**config.mk**
```make
export PLATFORM = sky130hd
export DESIGN_NAME = periph_bus_bridge_flat
export DESIGN_NICKNAME = d
export VERILOG_FILES = /design/src/rtl/pbb_pkg.sv /design/src/rtl/periph_bus_bridge_if.sv /design/src/rtl/pbb_addr_decode.sv /design/src/rtl/periph_bus_bridge.sv /design/src/flat_wrapper.sv
export SDC_FILE = /design/constraint.sdc
export NUM_CORES = 1
export LEC_CHECK = 0
export BUFFER_PORTS_ARGS = -buffer_cell sky130_fd_sc_hd__buf_4
export CAP_MARGIN = 5
export CORE_AREA = 2 2 245 247
export DETAILED_ROUTE_END_ITERATION = 12
export DIE_AREA = 0 0 247 249
export SETUP_SLACK_MARGIN = 0.2
export SYNTH_ARGS = -nofsm -noshare
export SYNTH_HDL_FRONTEND = slang
export SYNTH_SLANG_ARGS = --single-unit
```
**constraint.sdc**
```tcl
create_clock -name clk -period 5.2 [get_ports clk]
set_input_delay 1.04 -clock clk [delete_from_list [all_inputs] [get_ports clk]]
set_output_delay 1.04 -clock clk [all_outputs]
set_load 0.03 [all_outputs]
```
**src/rtl/pbb_pkg.sv**
```systemverilog
// Shared types and constants for the peripheral bus bridge.
// Optional macro PBB_TIMEOUT_EN is consumed by periph_bus_bridge (see that file).
package pbb_pkg;

  typedef enum logic [1:0] {IDLE, RAM, PWAIT, RESP} state_e;

  typedef enum logic [1:0] {REG_RAM, REG_PER, REG_UNMAPPED} region_e;

  // Peripheral index is carried at full 1..16 channel width regardless of N_PERIPH.
  localparam int IDX_W  = 4;
  localparam int MAX_CH = 1 << IDX_W;

  // Read data returned on a peripheral timeout; sliced to DATA_W (DATA_W <= 256).
  localparam logic [255:0] READ_ERR_VALUE = '1;

endpackage

```
**src/rtl/periph_bus_bridge_if.sv**
```systemverilog
// CPU load/store port of the bridge: the CPU is the master, the bridge the slave.
interface periph_bus_bridge_if #(
  parameter int DATA_W = 64,
  parameter int ADDR_W = 32
) ();

  logic              req;
  logic              we;
  logic [ADDR_W-1:0] addr;
  logic [DATA_W-1:0] wdata;
  logic [DATA_W-1:0] rdata;
  logic              ready;
  logic              err;
  logic              busy;

  modport master (output req, we, addr, wdata, input rdata, ready, err, busy);
  modport slave  (input req, we, addr, wdata, output rdata, ready, err, busy);

endinterface

```
**src/rtl/pbb_addr_decode.sv**
```systemverilog
// Combinational word-address decoder: RAM below 2**RAM_AW, then N_PERIPH windows
// of 2**SPAN_LOG2 words each, everything above is unmapped.
module pbb_addr_decode
  import pbb_pkg::*;
#(
  parameter int ADDR_W    = 32,
  parameter int RAM_AW    = 8,
  parameter int N_PERIPH  = 4,
  parameter int SPAN_LOG2 = 4
) (
  input  logic [ADDR_W-1:0]    addr_i,
  output region_e              region_o,
  output logic [IDX_W-1:0]     idx_o,
  output logic [SPAN_LOG2-1:0] offset_o
);

  localparam logic [ADDR_W-1:0] RAM_SIZE = {{(ADDR_W-1){1'b0}}, 1'b1} << RAM_AW;

  logic [ADDR_W-1:0] win_idx;

  // Only meaningful when addr_i >= RAM_SIZE, so the subtraction cannot wrap there.
  assign win_idx = (addr_i - RAM_SIZE) >> SPAN_LOG2;

  always_comb begin
    region_o = REG_UNMAPPED;
    idx_o    = '0;
    offset_o = addr_i[SPAN_LOG2-1:0];
    if (addr_i < RAM_SIZE) begin
      region_o = REG_RAM;
    end else if (win_idx < ADDR_W'(N_PERIPH)) begin
      region_o = REG_PER;
      idx_o    = win_idx[IDX_W-1:0];
    end
  end

endmodule

```
**src/rtl/periph_bus_bridge.sv**
```systemverilog
// CPU-to-RAM/peripheral bridge: fixed two-cycle RAM access, ack-based peripheral access.
// Define PBB_TIMEOUT_EN to bound the peripheral wait to TIMEOUT cycles.
module periph_bus_bridge
  import pbb_pkg::*;
#(
  parameter int DATA_W    = 64,
  parameter int ADDR_W    = 32,
  parameter int RAM_AW    = 8,
  parameter int N_PERIPH  = 4,
  parameter int SPAN_LOG2 = 4,
  parameter int TIMEOUT   = 15
) (
  input  logic                       clk,
  input  logic                       rst_n,
  periph_bus_bridge_if.slave         cpu,
  output logic                       ram_we_o,
  output logic [RAM_AW-1:0]          ram_addr_o,
  output logic [DATA_W-1:0]          ram_wdata_o,
  input  logic [DATA_W-1:0]          ram_rdata_i,
  output logic [N_PERIPH-1:0]        p_sel_o,
  output logic                       p_we_o,
  output logic [SPAN_LOG2-1:0]       p_addr_o,
  output logic [DATA_W-1:0]          p_wdata_o,
  input  logic [N_PERIPH*DATA_W-1:0] p_rdata_i,
  input  logic [N_PERIPH-1:0]        p_ack_i
);

  state_e                state_q, state_d;
  region_e               region_q, region_d;
  logic                  we_q, we_d;
  logic [RAM_AW-1:0]     addr_q, addr_d;
  logic [SPAN_LOG2-1:0]  off_q, off_d;
  logic [IDX_W-1:0]      idx_q, idx_d;
  logic [DATA_W-1:0]     wdata_q, wdata_d;
  logic [DATA_W-1:0]     rdata_q, rdata_d;
  logic                  err_q, err_d;

  region_e               dec_region;
  logic [IDX_W-1:0]      dec_idx;
  logic [SPAN_LOG2-1:0]  dec_off;
  logic [N_PERIPH-1:0]   sel_vec;
  logic                  ack_hit;
  logic [DATA_W-1:0]     p_rdata_arr [MAX_CH];

  pbb_addr_decode #(
    .ADDR_W    (ADDR_W),
    .RAM_AW    (RAM_AW),
    .N_PERIPH  (N_PERIPH),
    .SPAN_LOG2 (SPAN_LOG2)
  ) u_decode (
    .addr_i   (cpu.addr),
    .region_o (dec_region),
    .idx_o    (dec_idx),
    .offset_o (dec_off)
  );

  for (genvar gi = 0; gi < MAX_CH; gi++) begin : g_ch
    if (gi < N_PERIPH) begin : g_used
      assign sel_vec[gi]     = (idx_q == IDX_W'(gi));
      assign p_rdata_arr[gi] = p_rdata_i[gi*DATA_W +: DATA_W];
    end else begin : g_unused
      assign p_rdata_arr[gi] = '0;
    end
  end

  // Selects and strobes come straight off the state register so reset kills them at once.
  assign p_sel_o = (state_q == PWAIT) ? sel_vec : '0;
  assign ack_hit = |(p_ack_i & p_sel_o);

`ifdef PBB_TIMEOUT_EN
  localparam int CNT_W = $clog2(TIMEOUT + 1);
  logic [CNT_W-1:0] cnt_q, cnt_d;
  logic             expired;

  assign expired = (cnt_q == CNT_W'(TIMEOUT - 1));
  assign cnt_d   = (state_q == PWAIT) ? cnt_q + 1'b1 : '0;

  always_ff @(posedge clk or negedge rst_n) begin
    if (!rst_n) cnt_q <= '0;
    else        cnt_q <= cnt_d;
  end
`else
  logic expired;
  assign expired = 1'b0;
`endif

  always_comb begin
    state_d     = state_q;
    region_d    = region_q;
    we_d        = we_q;
    addr_d      = addr_q;
    off_d       = off_q;
    idx_d       = idx_q;
    wdata_d     = wdata_q;
    rdata_d     = rdata_q;
    err_d       = err_q;
    ram_we_o    = 1'b0;
    ram_addr_o  = '0;
    ram_wdata_o = '0;
    p_we_o      = 1'b0;
    p_addr_o    = '0;
    p_wdata_o   = '0;
    cpu.ready   = 1'b0;
    cpu.err     = 1'b0;
    cpu.rdata   = '0;
    cpu.busy    = (state_q != IDLE);
    case (state_q)
      IDLE: begin
        if (cpu.req) begin
          we_d     = cpu.we;
          addr_d   = cpu.addr[RAM_AW-1:0];
          off_d    = dec_off;
          idx_d    = dec_idx;
          wdata_d  = cpu.wdata;
          region_d = dec_region;
          rdata_d  = '0;
          err_d    = 1'b0;
          case (dec_region)
            REG_RAM: state_d = RAM;
            REG_PER: state_d = PWAIT;
            default: begin
              err_d   = 1'b1;
              state_d = RESP;
            end
          endcase
        end
      end
      RAM: begin
        ram_we_o    = we_q;
        ram_addr_o  = addr_q;
        ram_wdata_o = wdata_q;
        state_d     = RESP;
      end
      PWAIT: begin
        p_we_o    = we_q;
        p_addr_o  = off_q;
        p_wdata_o = wdata_q;
        // A same-cycle ack beats an expiring timeout.
        if (ack_hit) begin
          rdata_d = we_q ? '0 : p_rdata_arr[idx_q];
          state_d = RESP;
        end else if (expired) begin
          rdata_d = READ_ERR_VALUE[DATA_W-1:0];
          err_d   = 1'b1;
          state_d = RESP;
        end
      end
      RESP: begin
        cpu.ready = 1'b1;
        cpu.err   = err_q;
        // RAM read data arrives one cycle after the address, i.e. exactly now.
        cpu.rdata = (region_q == REG_RAM && !we_q) ? ram_rdata_i : rdata_q;
        state_d   = IDLE;
      end
      default: state_d = IDLE;
    endcase
  end

  always_ff @(posedge clk or negedge rst_n) begin
    if (!rst_n) begin
      state_q  <= IDLE;
      region_q <= REG_RAM;
      we_q     <= 1'b0;
      addr_q   <= '0;
      off_q    <= '0;
      idx_q    <= '0;
      wdata_q  <= '0;
      rdata_q  <= '0;
      err_q    <= 1'b0;
    end else begin
      state_q  <= state_d;
      region_q <= region_d;
      we_q     <= we_d;
      addr_q   <= addr_d;
      off_q    <= off_d;
      idx_q    <= idx_d;
      wdata_q  <= wdata_d;
      rdata_q  <= rdata_d;
      err_q    <= err_d;
    end
  end

endmodule

```
**src/flat_wrapper.sv**
```systemverilog
// flat-port wrapper written by rule: the top's interface ports become plain ports
module periph_bus_bridge_flat import pbb_pkg::*;
#(
  parameter int DATA_W    = 64,
  parameter int ADDR_W    = 32,
  parameter int RAM_AW    = 8,
  parameter int N_PERIPH  = 4,
  parameter int SPAN_LOG2 = 4,
  parameter int TIMEOUT   = 15
)
  (clk, rst_n, ram_we_o, ram_addr_o, ram_wdata_o, ram_rdata_i, p_sel_o, p_we_o, p_addr_o, p_wdata_o, p_rdata_i, p_ack_i, cpu_req, cpu_we, cpu_addr, cpu_wdata, cpu_rdata, cpu_ready, cpu_err, cpu_busy);
  periph_bus_bridge_if #(.DATA_W(DATA_W), .ADDR_W(ADDR_W)) cpu_i ();
  input  logic clk;
  input  logic rst_n;
  output logic ram_we_o;
  output logic [RAM_AW-1:0] ram_addr_o;
  output logic [DATA_W-1:0] ram_wdata_o;
  input  logic [DATA_W-1:0] ram_rdata_i;
  output logic [N_PERIPH-1:0] p_sel_o;
  output logic p_we_o;
  output logic [SPAN_LOG2-1:0] p_addr_o;
  output logic [DATA_W-1:0] p_wdata_o;
  input  logic [N_PERIPH*DATA_W-1:0] p_rdata_i;
  input  logic [N_PERIPH-1:0] p_ack_i;
  input wire logic [$bits(cpu_i.req)-1:0] cpu_req;
  input wire logic [$bits(cpu_i.we)-1:0] cpu_we;
  input wire logic [$bits(cpu_i.addr)-1:0] cpu_addr;
  input wire logic [$bits(cpu_i.wdata)-1:0] cpu_wdata;
  output wire logic [$bits(cpu_i.rdata)-1:0] cpu_rdata;
  output wire logic [$bits(cpu_i.ready)-1:0] cpu_ready;
  output wire logic [$bits(cpu_i.err)-1:0] cpu_err;
  output wire logic [$bits(cpu_i.busy)-1:0] cpu_busy;
  assign cpu_i.req = cpu_req;
  assign cpu_i.we = cpu_we;
  assign cpu_i.addr = cpu_addr;
  assign cpu_i.wdata = cpu_wdata;
  assign cpu_rdata = cpu_i.rdata;
  assign cpu_ready = cpu_i.ready;
  assign cpu_err = cpu_i.err;
  assign cpu_busy = cpu_i.busy;
  periph_bus_bridge #(.DATA_W(DATA_W), .ADDR_W(ADDR_W), .RAM_AW(RAM_AW), .N_PERIPH(N_PERIPH), .SPAN_LOG2(SPAN_LOG2), .TIMEOUT(TIMEOUT)) u_core (.clk(clk), .rst_n(rst_n), .cpu(cpu_i), .ram_we_o(ram_we_o), .ram_addr_o(ram_addr_o), .ram_wdata_o(ram_wdata_o), .ram_rdata_i(ram_rdata_i), .p_sel_o(p_sel_o), .p_we_o(p_we_o), .p_addr_o(p_addr_o), .p_wdata_o(p_wdata_o), .p_rdata_i(p_rdata_i), .p_ack_i(p_ack_i));
endmodule
```
After elaboration in Yosys (flattened, before gate mapping)
Cells that the tools add are included.
Storage, ports and cells
  flip-flop bits (word level): 150
  input port bits: 424
  output and inout bits: 213
  logic and storage cells: 64
Operators by class
  add/sub/neg operators: 1
  mux-type cells: 27
  $lt $le $gt $ge: 3
  eq/ne operators: 9
  reductions and logical operators: 13
  bitwise logic cells: 2
Operator list (count)
  two-way mux 64 bit: 9
  binary-select mux 64 bit (select 4 bit): 1
  one-hot mux 64 bit (2 select lines): 1
  < comparator 32 x 9 -> 1 bit, second input constant: 1
  subtractor 32 x 9 -> 32 bit, second input constant: 1
  < comparator 28 x 3 -> 1 bit, second input constant: 1
  two-way mux 4 bit: 4
  equality test 4 x 2 -> 1 bit, second input constant: 2
  two-way mux 2 bit: 4
  two-way mux 8 bit: 1
  one-hot mux 2 bit (4 select lines): 1
  zero test 2 bit: 3
  >= comparator 5 bit, second input constant: 1
  two-way mux 1 bit: 5
  NOT 4 -> 5 bit: 1
  AND 4 bit: 1
  equality test 2 x 1 -> 1 bit, second input constant: 2
  equality test 2 bit, second input constant: 2
  equality test 4 x 1 -> 1 bit, second input constant: 1
  zero test 4 bit: 1
  one-hot mux 2 bit (2 select lines): 1
  AND reduction 2 bit: 2
  nonzero test 2 bit: 2
  OR reduction 4 bit: 1
  other kinds (6): 6

Depth between registers and ports, before layout
  depth after elaboration: 8
  gate-level depth with buffers: 10
  gate-level depth less buffers: 6

By module
A second synthesis with hierarchy kept.
Unflattened totals
  cells, all modules: 848
  area total of the unflattened synthesis: 9593.0 um^2
By module, submodules not included
  periph_bus_bridge: times used 1, seq. area each 3753.6 um^2, area each 9440.3 um^2, cells each 825
  pbb_addr_decode: times used 1, seq. area each 0.0 um^2, area each 152.6 um^2, cells each 23

Worst setup path before layout
Ideal clock, no wire load.
  path kind: reg2out
  start: register u_core.region_q[1]
  end: output cpu_rdata[10]
  data required time: 4160 ps
  cell stages (with the launch flop): 5
  slack: 2101 ps
  arrival time: 2059 ps
  path buffers: 1
  path through: dfrtp_1 nor3_1 clkbuf_1 nand2_1 a21boi_0
Between the ends
  word-level cells in the longest chain between the ends: 4
Ends and longest elaborated chain
  from (decl): RTL line periph_bus_bridge.sv:29  | region_e region_q, region_d;
  from (signal assigned): RTL line periph_bus_bridge.sv:172  | region_q <= region_d;
  zero test 2 bit: RTL line periph_bus_bridge.sv:152  | cpu.rdata = (region_q == REG_RAM && !we_q) ? ram_rdata_i : rdata_q;
  logical AND 1 bit: RTL line periph_bus_bridge.sv:152
  two-way mux 64 bit: RTL line periph_bus_bridge.sv:152
  two-way mux 64 bit: RTL line periph_bus_bridge.sv:107  | case (state_q)
  to (decl): RTL line flat_wrapper.sv:29  | output wire logic [$bits(cpu_i.rdata)-1:0] cpu_rdata;
Every way passes these cells.

Final worst setup path
  start: register u_core.we_q
  end: output cpu_rdata[47]
Between the ends
  word-level cells in the longest chain between the ends: 4
Ends and longest elaborated chain
  from (decl): RTL line periph_bus_bridge.sv:30  | logic we_q, we_d;
  from (signal assigned): RTL line periph_bus_bridge.sv:173  | we_q <= we_d;
  zero test 1 bit: RTL line periph_bus_bridge.sv:152
  logical AND 1 bit: RTL line periph_bus_bridge.sv:152
  two-way mux 64 bit: RTL line periph_bus_bridge.sv:152
  two-way mux 64 bit: RTL line periph_bus_bridge.sv:107
Every way passes these cells.

==> results.ini <==
[clock_network]
cts_buffers=17
htree_levels=4
postCtsSetupBuffers=0
cts_root_buf=clkbuf_16
clk_pin_slew_ps=80
cts_resized=0
worstSkewPairLatency_ps=480
clock_tree.buffer_depth=2
cts_tree=done
ctsHoldBuffers=0
cts.sinks=145

[logic_synthesis]
synthesis.area_mm2=0.00927
yosysMostFrequentCell=nand2_1
synth_cell_types=32
synthDominantCellAreaShare_pct=39.1
yosys-top-cells-area=dfrtp_1 (39%), mux4_2 (16%), nand2_1 (11%), and2_1 (9.8%), mux2_2 (8.9%)
synth-edff-count=0
async_flop_share_pct=100
synth_top_area_cell=dfrtp_1
synthFlopType=dfrtp_1
syn_inst=951
ys_ff_latch=145
ys_seq_area_share_pct=39.1
synth_fp_nets=1379
ys_top_cells_by_count=nand2_1 (270), and2_1 (145), dfrtp_1 (145)
yosysWarnings=0
syn_area_per_cell_um2=9.75

[timing]
worst_slew_pin_slew_ps=1060
finalHoldViolations=0
relSlewSlack_pct=29.4
fmax_ghz=0.273
drv_slew=0
fin_crit_sh_pct=70.6
final.setup.tns_ps=0
post-route-min-period_ps=3670
rsz0062_at_grt=false
setup_viol=0
fin_ws_ps=1530
clock_skew_ps=11.0

[drt]
wl_per_cell_um=18.4
wirelength_um=42800
detail_route.vias_per_cell=4.10
num_vias=9525
first_iter_violations=447
first_pass_iters=5
ant_nets=0
drc_errors=0

[layout]
seqCellArea_mm2=0.00364
synthToLayoutAreaGrowth_pct=66.3
stdcell_count=2323
drive_gt1_share_pct=53.5
nFillCells=6275
design_area_mm2=0.0154
multiInputGateArea_mm2=0.00530
layout.nets=1964

[min_path]
min_path_type=reg -> reg

[die]
io_pins=637
rows=89
die_h_um=249
start_util_pct=15.8
design.core.area_mm2=0.0587
die_area_mm2=0.0615
fp.dieW_um=247

[worst_setup_path]
critPathRequiredTime_ps=4160
cp_max_fo=36
ff2ff_setup_slack_ps=2280
cp-end-kind=primary output
cp.arrival_ps=2630
cp-start-kind=flip-flop
crit_type=reg -> out

[power_and_ir_drop]
power.switching_uw=3430
switching_share_pct=46.5
combPwrFrac_pct=54.4
powerDensity_mw_per_mm2=478
internal_power_uw=3940
p_leak_uw=0.00692
clkPwrFrac_pct=17.5
vdd_drop_max_mv=0.363
seqPwrFrac_pct=28.1

[global_routing]
grt_overflow_total=0
grt_pass1_vias=10100
grt_pass1_wl_um=62200
grtUsageTotal_pct=13.6
grt_start_max_net_pins=129
grt_antenna_before_repair=1

[place]
gp_congestion=0.898
post_dp_cell_area_mm2=0.0148
dpl.cell_count=2290
dp_hpwl_um=33100
io_buffers=636
post-place-ws_ps=1980

[job]
max_cap_violations=0

[outcome]
status=completed

[layer usage]
metal / GRT usage (%) / vias up / wire, µm
met2: 23.9 / 465 / 21800
li1: - / 4410 / -
met1: 15.7 / 4604 / 16900
met5: 0 / - / 13
met4: 4.77 / 2 / 957
met3: 3.75 / 44 / 3150
[cells in the final DEF, fill, tap and decap left out, types with 2 or more instances in the layout]
cell / netlist / layout
a21boi_0: 64 / 64
mux4_2: 64 / 64
ha_2: 0 / 3
inv_6: 0 / 4
nand3_1: 3 / 3
dfrtp_1: 145 / 143
nand2_1: 270 / 269
and2_1: 145 / 145
nor2_1: 5 / 4
mux2i_1: 2 / 2
buf_4: 3 / 644
buf_12: 0 / 2
nor4_1: 5 / 5
o21ai_0: 50 / 50
dfrtp_4: 0 / 2
clkinv_8: 0 / 6
nor3_1: 5 / 4
o21ai_1: 18 / 18
inv_1: 4 / 4
clkbuf_16: 0 / 17
inv_8: 0 / 4
mux2_2: 73 / 73
[flip-flops by register name, indices dropped and copies added (netlist names)]
signal           flops
u_core.state_q       2
u_core.addr_q        5
u_core.off_q         3
u_core.idx_q         4
u_core.rdata_q      64
u_core.we_q          1
u_core.region_q      2
u_core.wdata_q      64
[critical path: stages (launching register included)]
cell,delay (ps)
dfrtp_1,470
or3_2,580
buf_4,480
nand2_1,90
a21boi_0,280
buf_4,220
[power groups by stage]
stage	registers, µW	logic [µW]	clock network, µW
floorplan	1880	2570	0
global placement	2070	4030	0
detailed placement	2080	4080	0
CTS	2070	4090	1350
global route	2140	4330	1400
finish	2070	4010	1290
[cells by family after synthesis]
logic type,Yosys count,synth area share [%]
AOI/OAI and AO/OA,137,9.37
adders and majority gates,4,0.540
buffers and inverters,85,4.01
DFF,145,39.1
muxes,139,24.6
and+or+nand+nor,441,22.3
[cell type report]
| type | count | area share, % |
|---|---|---|
| clock inverter | 15 | 1.21 |
| tap | 773 | 6.27 |
| timing repair buffer | 647 | 31.7 |
| clock buffer | 17 | 2.76 |
| inverter | 4 | 0.0974 |
| sequential | 145 | 23.6 |
| antenna | 1 | 0.0162 |
| multi-input combinational | 721 | 34.4 |
[stage by stage]
step | hold WS (ps) | total power (µW) | util [%]
final | 482 | 7370 | 26.3
after global routing | 503 | 7870 | 26.3
after CTS | 489 | 7510 | 26.3
after detailed placement | 472 | 6160 | 25.2
after global placement | 464 | 6100 | 25.2
after floorplan | 439 | 4460 | -
[final timing paths]
path,startpoint,endpoint,cells after the start
hold / removal,u_core.rdata_q[15],u_core.rdata_q[15],2
hold reg to reg,u_core.rdata_q[15],u_core.rdata_q[15],2
setup reg to reg,u_core.idx_q[1],u_core.rdata_q[17],7
setup / recovery,u_core.we_q,cpu_rdata[47],5
min in group asynchronous,rst_n,u_core.rdata_q[10],1
max in group asynchronous,rst_n,u_core.wdata_q[19],2
No activity file was read; power rests on OpenSTA's default activity.
